===== src/rtl/joypad_pkg.sv =====
// Shared types and constants for the Genesis-to-NES joypad scanner.
//   scan_state_t  : scan FSM states
//   nes_buttons_t : active-high NES button vector
//   BTN_*         : NES bit positions inside nes_buttons_t
//   PIN_*         : Genesis pad pin positions (D5..D0) for each select phase
//   decode_pad    : raw active-low phase-H/phase-L pins -> NES vector
//   pad_present   : pad detection from the phase-L pins
package joypad_pkg;

  typedef enum logic [1:0] {
    ST_IDLE    = 2'd0,
    ST_SEL_HI  = 2'd1,
    ST_SEL_LO  = 2'd2,
    ST_RESOLVE = 2'd3
  } scan_state_t;

  typedef logic [7:0] nes_buttons_t;

  localparam int unsigned BTN_A      = 0;
  localparam int unsigned BTN_B      = 1;
  localparam int unsigned BTN_SELECT = 2;
  localparam int unsigned BTN_START  = 3;
  localparam int unsigned BTN_UP     = 4;
  localparam int unsigned BTN_DOWN   = 5;
  localparam int unsigned BTN_LEFT   = 6;
  localparam int unsigned BTN_RIGHT  = 7;

  // Phase-H (select high) pins
  localparam int unsigned PIN_UP      = 0;
  localparam int unsigned PIN_DOWN    = 1;
  localparam int unsigned PIN_LEFT    = 2;
  localparam int unsigned PIN_RIGHT   = 3;
  localparam int unsigned PIN_H_B     = 4;
  localparam int unsigned PIN_H_C     = 5;
  // Phase-L (select low) pins; D2/D3 are tied low by a connected pad
  localparam int unsigned PIN_L_ID0   = 2;
  localparam int unsigned PIN_L_ID1   = 3;
  localparam int unsigned PIN_L_A     = 4;
  localparam int unsigned PIN_L_START = 5;

  function automatic logic pad_present(input logic [5:0] l_pins);
    return !l_pins[PIN_L_ID0] && !l_pins[PIN_L_ID1];
  endfunction

  function automatic nes_buttons_t decode_pad(input logic [5:0] h_pins,
                                              input logic [5:0] l_pins);
    nes_buttons_t v;
    logic [5:0]   h_act;
    logic [5:0]   l_act;
    h_act = ~h_pins;
    l_act = ~l_pins;
    v = '0;
    v[BTN_A]      = h_act[PIN_H_B];
    v[BTN_B]      = l_act[PIN_L_A];
    v[BTN_SELECT] = h_act[PIN_H_C];
    v[BTN_START]  = l_act[PIN_L_START];
    v[BTN_UP]     = h_act[PIN_UP];
    v[BTN_DOWN]   = h_act[PIN_DOWN];
    v[BTN_LEFT]   = h_act[PIN_LEFT];
    v[BTN_RIGHT]  = h_act[PIN_RIGHT];
    if (!pad_present(l_pins)) begin
      v = '0;
    end
    return v;
  endfunction

endpackage


===== src/rtl/pad_debounce.sv =====
// Per-port debouncer: a decoded vector must be seen on DEBOUNCE_COUNT
// consecutive scans before it replaces the output vector.
//   i_clk, i_rst_n : clock, async active-low reset
//   i_scan         : one-cycle strobe, i_decoded holds a fresh scan result
//   i_decoded      : decoded NES vector of this scan
//   o_buttons      : debounced NES vector
//   o_valid        : one-cycle pulse (cycle after i_scan) when o_buttons changes
module pad_debounce
  import joypad_pkg::*;
#(
  parameter int unsigned DEBOUNCE_COUNT = 4
) (
  input  logic         i_clk,
  input  logic         i_rst_n,
  input  logic         i_scan,
  input  nes_buttons_t i_decoded,
  output nes_buttons_t o_buttons,
  output logic         o_valid
);

  localparam int unsigned      CW      = $clog2(DEBOUNCE_COUNT + 1);
  localparam logic [CW-1:0]    CNT_MAX = CW'(DEBOUNCE_COUNT);

  nes_buttons_t  r_cand;
  nes_buttons_t  w_cand_next;
  logic [CW-1:0] r_count;
  logic [CW-1:0] w_count_next;

  // The output decision uses the post-scan count so that the DEBOUNCE_COUNT-th
  // identical scan itself updates the output.
  always_comb begin
    w_cand_next  = r_cand;
    w_count_next = r_count;
    if (i_decoded != r_cand) begin
      w_cand_next  = i_decoded;
      w_count_next = CW'(1);
    end else if (r_count != CNT_MAX) begin
      w_count_next = r_count + 1'b1;
    end
  end

  always_ff @(posedge i_clk or negedge i_rst_n) begin
    if (!i_rst_n) begin
      r_cand    <= '0;
      r_count   <= '0;
      o_buttons <= '0;
      o_valid   <= 1'b0;
    end else begin
      o_valid <= 1'b0;
      if (i_scan) begin
        r_cand  <= w_cand_next;
        r_count <= w_count_next;
        if ((w_count_next == CNT_MAX) && (w_cand_next != o_buttons)) begin
          o_buttons <= w_cand_next;
          o_valid   <= 1'b1;
        end
      end
    end
  end

endmodule


===== src/rtl/joypad_scanner.sv =====
// Scans two Genesis 6-pin pads by toggling select, samples each phase at the
// end of its settle window, decodes to NES button order and debounces.
//   I_clock      : system clock
//   I_reset      : async active-low reset
//   I_pad_pins   : raw active-low pad pins D5..D0 per port (asynchronous)
//   O_pad_select : select line to both pads (identical)
//   O_buttons    : debounced active-high NES vector per port
//   O_valid      : one-cycle pulse per port when O_buttons changes
//   O_present    : pad detected on each port, refreshed every scan
module joypad_scanner
  import joypad_pkg::*;
#(
  parameter int unsigned SETTLE_CYCLES  = 64,
  parameter int unsigned DEBOUNCE_COUNT = 4,
  parameter int unsigned SCAN_PERIOD    = 16384
) (
  input  logic            I_clock,
  input  logic            I_reset,
  input  logic [1:0][5:0] I_pad_pins,
  output logic [1:0]      O_pad_select,
  output logic [1:0][7:0] O_buttons,
  output logic [1:0]      O_valid,
  output logic [1:0]      O_present
);

  if (SCAN_PERIOD <= 2 * SETTLE_CYCLES + 2) begin : g_bad_period
    $error("joypad_scanner: SCAN_PERIOD must exceed 2*SETTLE_CYCLES+2");
  end
  if (DEBOUNCE_COUNT < 1) begin : g_bad_debounce
    $error("joypad_scanner: DEBOUNCE_COUNT must be at least 1");
  end

  localparam int unsigned   PW         = $clog2(SCAN_PERIOD);
  localparam int unsigned   SW         = $clog2(SETTLE_CYCLES + 1);
  localparam logic [PW-1:0] PERIOD_MAX = PW'(SCAN_PERIOD - 1);
  localparam logic [SW-1:0] SETTLE_MAX = SW'(SETTLE_CYCLES - 1);

  scan_state_t           r_state;
  scan_state_t           w_state_next;
  logic [PW-1:0]         r_period;
  logic [SW-1:0]         r_settle;
  logic [1:0][5:0]       r_sync1;
  logic [1:0][5:0]       r_sync2;
  logic [1:0][5:0]       r_phase_h;
  logic [1:0][5:0]       r_phase_l;
  logic                  w_select;
  logic                  w_start;
  logic                  w_settling;
  logic                  w_cap_h;
  logic                  w_cap_l;
  logic                  w_scan;
  nes_buttons_t [1:0]    w_decoded;
  logic [1:0]            w_present;

  always_ff @(posedge I_clock or negedge I_reset) begin
    if (!I_reset) begin
      r_sync1 <= '1;
      r_sync2 <= '1;
    end else begin
      r_sync1 <= I_pad_pins;
      r_sync2 <= r_sync1;
    end
  end

  always_comb begin
    w_state_next = r_state;
    w_select     = 1'b1;
    w_start      = 1'b0;
    w_settling   = 1'b0;
    w_cap_h      = 1'b0;
    w_cap_l      = 1'b0;
    w_scan       = 1'b0;
    unique case (r_state)
      ST_IDLE: begin
        if (r_period == PERIOD_MAX) begin
          w_start      = 1'b1;
          w_state_next = ST_SEL_HI;
        end
      end
      ST_SEL_HI: begin
        w_settling = 1'b1;
        if (r_settle == SETTLE_MAX) begin
          w_cap_h      = 1'b1;
          w_state_next = ST_SEL_LO;
        end
      end
      ST_SEL_LO: begin
        w_select   = 1'b0;
        w_settling = 1'b1;
        if (r_settle == SETTLE_MAX) begin
          w_cap_l      = 1'b1;
          w_state_next = ST_RESOLVE;
        end
      end
      ST_RESOLVE: begin
        w_scan       = 1'b1;
        w_state_next = ST_IDLE;
      end
      default: w_state_next = ST_IDLE;
    endcase
  end

  // The period counter runs freely through the whole scan and only restarts
  // when a new scan begins, so scan starts are exactly SCAN_PERIOD apart.
  always_ff @(posedge I_clock or negedge I_reset) begin
    if (!I_reset) begin
      r_state   <= ST_IDLE;
      r_period  <= '0;
      r_settle  <= '0;
      r_phase_h <= '1;
      r_phase_l <= '1;
      O_present <= '0;
    end else begin
      r_state  <= w_state_next;
      r_period <= w_start ? '0 : r_period + 1'b1;
      r_settle <= (w_settling && (r_settle != SETTLE_MAX)) ? r_settle + 1'b1 : '0;
      if (w_cap_h) begin
        r_phase_h <= r_sync2;
      end
      if (w_cap_l) begin
        r_phase_l <= r_sync2;
      end
      if (w_scan) begin
        O_present <= w_present;
      end
    end
  end

  always_comb begin
    w_decoded = '0;
    w_present = '0;
    for (int unsigned p = 0; p < 2; p++) begin
      w_decoded[p] = decode_pad(r_phase_h[p], r_phase_l[p]);
      w_present[p] = pad_present(r_phase_l[p]);
    end
  end

  assign O_pad_select = {2{w_select}};

  pad_debounce #(.DEBOUNCE_COUNT(DEBOUNCE_COUNT)) u_deb0 (
    .i_clk     (I_clock),
    .i_rst_n   (I_reset),
    .i_scan    (w_scan),
    .i_decoded (w_decoded[0]),
    .o_buttons (O_buttons[0]),
    .o_valid   (O_valid[0])
  );

  pad_debounce #(.DEBOUNCE_COUNT(DEBOUNCE_COUNT)) u_deb1 (
    .i_clk     (I_clock),
    .i_rst_n   (I_reset),
    .i_scan    (w_scan),
    .i_decoded (w_decoded[1]),
    .o_buttons (O_buttons[1]),
    .o_valid   (O_valid[1])
  );

endmodule


===== config.mk =====
export PLATFORM = sky130hd
export DESIGN_NAME = joypad_scanner
export DESIGN_NICKNAME = d
export VERILOG_FILES = /design/src/rtl/joypad_pkg.sv /design/src/rtl/pad_debounce.sv /design/src/rtl/joypad_scanner.sv
export SDC_FILE = /design/constraint.sdc
export NUM_CORES = 1
export LEC_CHECK = 0
export CAP_MARGIN = 5
export CORE_ASPECT_RATIO = 0.5
export CORE_MARGIN = 2
export CORE_UTILIZATION = 60
export CTS_CLUSTER_DIAMETER = 150
export DETAILED_ROUTE_END_ITERATION = 7
export PLACE_DENSITY = 0.82
export SYNTH_ARGS = -nofsm -noshare
export SYNTH_HDL_FRONTEND = slang
export SYNTH_HIERARCHICAL = 1
export SYNTH_SLANG_ARGS = --single-unit

===== constraint.sdc =====
create_clock -name I_clock -period 5.13 [get_ports I_clock]
set_clock_uncertainty 0.2 [all_clocks]
set_input_delay 1.026 -clock I_clock [delete_from_list [all_inputs] [get_ports I_clock]]
set_output_delay 1.026 -clock I_clock [all_outputs]
set_load 0.005 [all_outputs]

* After elaboration in Yosys (flattened, before gate mapping)
Cells that the tools add are included.
W data, S select, Z words.
** Cells by class
- Reduce and logical (&&, ||, !) cells :: 14
- Bitwise operators :: 4
- Muxes and demuxes :: 26
- Add/sub/neg operators :: 4
- Equality and inequality tests :: 17
** Operators with widths (number)
- $mux W8 :: 4
- $ne A8 B8 Y1 :: 4
- $not A6 Y6 :: 4
- $add A14 B1 Y14 const B :: 1
- $eq A14 B14 Y1 const B :: 1
- $mux W14 :: 1
- $mux W1 :: 12
- $mux W3 :: 4
- $pmux W2 S4 :: 1
- $add A7 B1 Y7 const B :: 1
- $eq A7 B6 Y1 const B :: 1
- $mux W7 :: 1
- $ne A7 B6 Y1 const B :: 1
- $add A3 B1 Y3 const B :: 2
- $eq A3 B3 Y1 const B :: 2
- $mux W2 :: 3
- $ne A2 B2 Y1 const B :: 3
- $ne A3 B3 Y1 const B :: 2
- $logic_and A1 B1 Y1 :: 5
- $eq A2 B2 Y1 const B :: 2
- $logic_not A1 Y1 :: 4
- $reduce_and A2 Y1 :: 2
- $reduce_and A3 Y1 :: 1
- $eq A2 B1 Y1 const B :: 1
- other kinds (2) :: 2
** Word-level totals
- Logic and storage cells :: 85
- Bits of input ports :: 14
- Register bits :: 113

* Depth between registers and ports, before layout
Gate-level depths: netlist of the first run.
- Depth in word-level cells :: 9
- Gate-level depth with buffers :: 9
- Depth with buffers taken out :: 7

* Cells and area by module
The synthesis of the first run kept the hierarchy.
** Modules (own cells, without submodules)
- joypad_scanner :: cells an instance 200, area an instance 2676.3 sq um, times used 1
- pad_debounce :: cells an instance 79, area an instance 1026.0 sq um, times used 2

* Worst setup path after synthesis of the first run
Ideal clock, no wire load.
- Path type :: register -> register
- Start :: reg r_phase_l[8] (netlist bit)
- End :: reg u_deb1.o_buttons[0]
- Buffers on the path :: 2
- Period minus slack after synthesis :: 2.918 ns
- Setup slack :: 2.212 ns
- Library setup time :: 0.125 ns
- Data required time :: 4.805 ns
- Stages on the path, launching flop included :: 10
- Data arrival time :: 2.593 ns
- Cell sequence :: dfstp_2 > or2_2 > clkbuf_1 > nor2_1 > xor2_1 > nor4_2 > nand4_2 > or4b_1 > buf_6 > mux2_4
** RTL lines
- start: declaration :: line joypad_scanner.sv:45 : logic [1:0][5:0] r_phase_l;
- start signal: assignment :: line joypad_scanner.sv:121 : r_phase_l <= r_sync2;
- end signal: assignment :: line pad_debounce.sv:54 : o_buttons <= w_cand_next;
- end: declaration :: line pad_debounce.sv:17 : output nes_buttons_t o_buttons,

==> metrics.md, run 1 <==
| Metric | Value |
|---|---|
| Status | finished clean |
| Mapped Nets | around 380 |
| First-iteration detailed-routing DRC count | around 120 |
| FF/Latch Area | ~2800 um2 |
| Rel. slew slack | 0.452 |
| GP Congestion | between 0.8 and 0.9 |
| # resized after CTS | 0 |
| DRT antenna net count | 0 |
| CP arrival | around 3.3 ns |
| Setup bufs post-CTS | 0 |
| Placeable Area | roughly 7500 um2 |
| Unrepaired setup endpoints after global routing | no |
| Number of fillers in the final layout | between 500 and 600 |
| Post-Syn Area | about 4700 um2 |
| Hold crit path type | flop to flop |
| Detailed Routing Iterations Pass 1 | 4 |
| Drt drc | 0 |
| WL/cell | between 15 and 20 um |
| Setup crit end kind | flop |
| Layout Utilization | 0.728 |
| Critical Path, Cell by Cell | or2_2, nor2_1, xor2_1, nor4_2, nand4_2, or4b_1, mux2_4 |
| Vias in the first global route | ~2800 |
| Worst IR Drop VDD | between 0.15 and 0.2 mV |
| Setup_tns | 0 ns |
| Largest net degree at the start of global routing | 70 |
| Flops & latches, synth | around 110 |
| Min Hold Slack | around 0.15 ns |
| Fin cells | between 500 and 600 |
| CTS tree | built |
| PwrDens | between 200 and 300 nW/um2 |
| Clk buf depth | 2 |
| Vias | between 2000 and 3000 |
| Post-synthesis sequential area ratio | 0.589 |
| Final period util | 0.644 |
| Max-Cap Viols | 0 |
| Num ports | 36 |
| Ys async rst share | 1.00 |
| Slew Limit Fails | 0 |
| Rows | 22 |
| WP data required | about 5.2 ns |
| Starting Density | 0.632 |
| Worst-path clk slew | approximately 0.07 ns |
| Final net count | 420 |
| DP Cell Count | approximately 490 |
| DP HPWL | between 5000 and 6000 um |
| Slowest CP cell | or4b_1 |
| Max Clk Rate | around 0.30 GHz |
| Final setup viols | 0 |
| CP Class | flop to flop |
| Final WL | just under 8000 um |
| Final hold vios | 0 |
| Post-synth top flop | dfrtp_1 |
| Cell count after synthesis | 358 |
| Worst-skew pair later-pin latency | between 0.3 and 0.4 ns |
| Syn_area_per_cell | between 10 and 15 um2 |
| Startpoint Class | flop |
| Initial antenna violation count | 0 |
| Slew @ Worst Pin | ~0.82 ns |
| Yosys Warn Count | 6 |
| Die width | between 100 and 150 um |
| # clock sinks | ~110 |
| Max H-tree Level | 3 |
| Root Buffer | clkbuf_16 |
| Overall global routing resource usage | 0.211 |
| Multi-input gate area | about 1800 um2 |
| First-pass GRT wire length | between 10000 and 15000 um |
| EDFF count, synth | 0 |
| # port buffers | 35 |
| Antenna cells | 0 |
| Leakage | 2.39 nW |
| Crit-path max FO | 9 |
| Post-DR vias/cell | approximately 5.3 |
| Total CTS buffers | 9 |
| GRT overflow | 0 |
| Die area | around 8600 um2 |
| Distinct cells, synth | 37 |
| Die height | 66.8 um |
| Total power | about 0.0016 W |
| Share of cells above drive strength 1 | 0.312 |
| Area delta synth->final | 15.3% |
| Clock period minus final worst setup slack | between 3 and 4 ns |
| Hold-fix buffers at CTS | 0 |
| Worst path max stage delay | approximately 0.82 ns |
-- cells in the final DEF (no fill, tap or decap), types with 6 or more instances in the layout --
master           netlist  layout
a21oi_1                6       6
clkbuf_16              0       9
clkdlybuf4s50_1        0      34
dfrtp_1               65      65
dfstp_2               44      44
ha_1                  10      10
inv_1                 15      15
mux2_2                36      36
mux2_4                17      17
nand2_1               13      13
nand3_1                9       9
nand4_1                7       7
nor2_1                41      41
xnor2_1               27      27
xor2_1                21      21
-- report_power, final --
| group | internal [W] | switching, W |
|---|---|---|
| logic | 0.00000902 | 0.0000170 |
| registers | 0.000877 | 0.00000333 |
| clock network | 0.000345 | 0.000302 |
| total | 0.00123 | 0.000323 |
-- path summary, 6_finish.rpt --
kind	start	end	slack (ns)	cells past startpoint
setup / recovery	r_phase_l[8]	u_deb1/o_buttons[0]	1.83	7
hold / removal	r_sync1[8]	r_sync2[8]	0.15	0
setup reg to reg	r_phase_l[8]	u_deb1/o_buttons[0]	1.83	7
hold reg to reg	r_sync1[8]	r_sync2[8]	0.15	0
max in group asynchronous	I_reset	r_phase_h[11]	3.11	2
min in group asynchronous	I_reset	r_settle[0]	0.57	1
-- metal layers --
metal,routed length [um],up-vias,track usage
met5,0,-,0
met4,106,0,0.0645
met3,241,10,0.0627
met2,3900,29,0.363
met1,3710,1350,0.262
li1,-,1285,-
-- critical path, delay by kind of cell, from the launching register on --
family | cells | cell delay (ns)
muxes | 1 | 0.39
xor gates and xnor gates | 1 | 0.14
DFF | 1 | 0.36
and+or+nand+nor | 5 | 2.08
-- synthesized netlist by cell type, types with 4 or more instances --
master	number	area, um2
nand4_1	7	43.8
o22ai_1	4	25.0
ha_1	10	125
nor2_1	41	154
xnor2_1	27	236
dfrtp_1	65	1630
mux2_4	17	255
nand3_1	9	45.0
dfstp_2	44	1160
mux2_2	36	405
inv_1	15	56.3
nand2_1	13	48.8
a21oi_1	6	30.0
xor2_1	21	184
-- state kept, by name, summed over array words and instances, names as in the netlist --
signal,count
r_period,14
r_phase_h,12
r_sync1,12
r_sync2,12
r_phase_l,8
u_deb0/o_buttons,8
u_deb0/r_cand,8
u_deb1/o_buttons,8
u_deb1/r_cand,8
r_settle,7
u_deb0/r_count,3
u_deb1/r_count,3
O_present,2
r_state,2
u_deb0/o_valid,1
u_deb1/o_valid,1
-- stage by stage --
stage	worst slack, ns	instance area (um2)
floorplan	2.21	4730
global placement	1.95	5160
detailed placement	1.83	5160
CTS	1.82	5450
global route	1.64	5450
finish	1.83	5450
-- layout make-up --
type	instances	area share
Inverter	15	0.0103
Clock inverter	6	0.00849
Timing Repair Buffer	37	0.0666
Multi-Input combinational cell	224	0.335
Clock buffer	10	0.0438
Tap cell	108	0.0248
Sequential cell	109	0.511
-- cells by family (layout without fill, tap and decap cells) --
family	count (synthesis)	count (layout)	share of synthesized area
simple gates	96	96	0.107
flops	109	109	0.589
xor+xnor	48	48	0.0889
fa+ha+maj	10	10	0.0265
mux	55	55	0.144
buf+inv	25	68	0.0249
compound gates	15	15	0.0198
No activity file was read; power rests on OpenSTA's default activity.
==> run 2, diff against run 1 <==
- CORE_UTILIZATION: 60 -> 58
- PLACE_DENSITY: 0.82 -> 0.79
- clock period: 5.13 -> 3.3 ns (I/O delays scaled with it)
==> run 2 against run 1 <==
Register-to-register slack lost 1.6 ns. Power is 60% higher. Sequential cell count did not move. Sequential share of layout area down 1.4 points. First-iteration DRC count increased by 46%. Clock power up 65%. Global-route usage rose by 0.31 points. Combinational power grew 67%. Worst hold slack gained 0.0029 ns. Count of clock-buffer cells in the layout rose by 1. Final area increased by 2.8%.
==> metrics.md, run 2 (same netlist as run 1, synthesis figures left out) <==
| Metric | Value |
|---|---|
| Overall global routing resource usage | 0.214 |
| Slew @ Worst Pin | between 0.5 and 0.6 ns |
| GRT overflow | 0 |
| Root Buffer | clkbuf_16 |
| Commonest non-fill, non-tap cell in the layout | dfrtp_1 |
| Worst Hold Launch | r_sync1[3] |
| Setup crit end kind | flop |
| Switch share | 0.209 |
| Clk buf depth | 2 |
| Most flop-heavy register | r_period |
| Starting Density | 0.595 |
| Reg power frac | 0.551 |
| Leakage | 2.47 nW |
| R2R Path Start | r_phase_l[8] |
| Unrepaired setup endpoints after global routing | no |
| Setup_tns | 0 ns |
| Crit-path max FO | 9 |
| Final Instance Area | approximately 5600 um2 |
| Total CTS buffers | 9 |
| Hold Path End | r_sync2[3] |
| Slew Limit Fails | 0 |
| Internal power | just under 0.002 W |
| CP arrival | between 3 and 4 ns |
| Rel. slew slack | 0.635 |
| DRT antenna net count | 0 |
| Die area | slightly below 9000 um2 |
| Worst IR Drop VDD | 0.263 mV |
| WL/cell | between 15 and 20 um |
| Post-DR vias/cell | around 5.3 |
| Worst-path clk slew | 0.07 ns |
| # clock sinks | 109 |
| Clock share of power | 0.432 |
| Initial antenna violation count | 0 |
| Dpl cell area | about 5300 um2 |
| PwrDens | 444 nW/um2 |
| Placeable Area | about 8000 um2 |
| Crit path from | r_phase_l[8] |
| Share of cells above drive strength 1 | 0.337 |
| Die width | ~130 um |
| Net Sw Power | just over 0.0005 W |
| Setup bufs post-CTS | 0 |
| R2r setup slk | between 0.2 and 0.25 ns |
| Final net count | around 440 |
| Final setup viols | 0 |
| Area delta synth->final | 18.5% |
| First-iteration detailed-routing DRC count | about 180 |
| Startpoint Class | flop |
| First-pass GRT wire length | roughly 15000 um |
| Die height | around 68 um |
| CP Class | flop to flop |
| # port buffers | 35 |
| Rows | 23 |
| RR Endpoint | u_deb1/o_buttons[0] |
| Antenna cells | 0 |
| Max Clk Rate | 0.326 GHz |
| Reg2reg path depth | 7 |
| WP data required | around 3.3 ns |
| DP HPWL | 5980 um |
| Max-Cap Viols | 0 |
| Gate power share | 0.017 |
| Final period util | 0.930 |
| Vias | around 2800 |
| Status | finished clean |
| Detailed Routing Iterations Pass 1 | 4 |
| Final hold vios | 0 |
| Largest register FFs | 14 |
| CTS tree | built |
| Clock period minus final worst setup slack | 3.07 ns |
| Vias in the first global route | between 2000 and 3000 |
| Largest net degree at the start of global routing | 94 |
| Num ports | 36 |
| Max H-tree Level | 3 |
| GP Congestion | just under 0.8 |
| Hold Path Depth | 0 |
| Hold crit path type | flop to flop |
| Commonest non-fill, non-tap cells in the layout | dfrtp_1 (65), dfstp_2 (44), nor2_1 (41) |
| Worst-skew pair later-pin latency | 0.35 ns |
| Drt drc | 0 |
| Final WL | between 8000 and 9000 um |
[run 2: cell types whose count changed in the layout (fill, tap and decap cells not counted), sizes merged]
cell / before / now
buf: 3 / 17
clkbuf: 10 / 11
clkinv: 3 / 0
clkinvlp: 1 / 0
dlygate4sd3: 0 / 1
inv: 17 / 20
[run 2: timing repair]
item | CTS | global route
hold endpoints to repair | 14 | 0
gates resized for setup | 0 | 1
hold buffers | 1 | 0
setup endpoints to repair | 0 | 8
[run 2: area by class of cell]
| class | instances | area (um2) |
|---|---|---|
| flip-flops and latches | 109 | 2780 |
| clock inverters | 5 | 36.3 |
| inverters | 15 | 56.3 |
| well taps | 112 | 140 |
| clock buffers | 11 | 264 |
| multi-input cells | 224 | 1830 |
| fillers | 530 | 2340 |
| repair buffers | 52 | 490 |
[run 2: worst max-delay path by stage]
stage / cells past startpoint / slack (ns) / endpoint
floorplan: 9 / 0.38 / u_deb1/o_buttons[0]
global placement: 7 / 0.29 / u_deb0/o_buttons[4]
detailed placement: 7 / 0.15 / u_deb0/o_buttons[5]
CTS: 7 / 0.13 / u_deb0/o_buttons[6]
global route: 7 / 0.08 / u_deb1/o_buttons[1]
finish: 7 / 0.23 / u_deb1/o_buttons[0]
[run 2: worst max-delay path, cell delays in order (launching register included)]
cell and delay (ns):
dfstp_2 0.37, or2_2 0.37, nor2_1 0.20, xor2_1 0.10, nor4_2 0.30, nand4_2 0.20
or4b_1 0.82, mux2_4 0.39
[run 2: through the flow]
stage / cells / utilization / power, W / hold WS [ns] / worst slack [ns]
after detailed placement: 511 / 0.666 / 0.00144 / 0.147 / 0.152
final: 528 / 0.705 / 0.00249 / 0.152 / 0.232
after global routing: 528 / 0.705 / 0.00258 / 0.155 / 0.0777
after global placement: 511 / 0.666 / 0.00143 / 0.146 / 0.293
after CTS: 528 / 0.705 / 0.00251 / 0.154 / 0.135
after floorplan: 358 / - / 0.00139 / 0.145 / 0.382
[run 2: power groups by stage]
| stage | combinational, W | sequential (W) | clock [W] |
|---|---|---|---|
| CTS | 0.0000454 | 0.00137 | 0.00109 |
| finish | 0.0000434 | 0.00137 | 0.00107 |
| global placement | 0.0000421 | 0.00139 | 0 |
| global route | 0.0000495 | 0.00137 | 0.00116 |
| floorplan | 0.000000237 | 0.00139 | 0 |
| detailed placement | 0.0000443 | 0.00139 | 0 |
[run 2: layer usage]
metal / vias up / share of wire / wire [um] / GRT usage
li1: 1322 / - / - / -
met1: 1407 / 0.47 / 4070 / 0.273
met2: 35 / 0.49 / 4250 / 0.375
met3: 9 / 0.027 / 237 / 0.0548
met4: 0 / 0.011 / 98 / 0.0611
met5: - / 0 / 0 / 0
==> run 3, diff against run 2 <==
- HOLD_SLACK_MARGIN: default -> 0.1
==> results of run 3 <==
No change in the layout: final DEF, timing and power equal those of run 2.
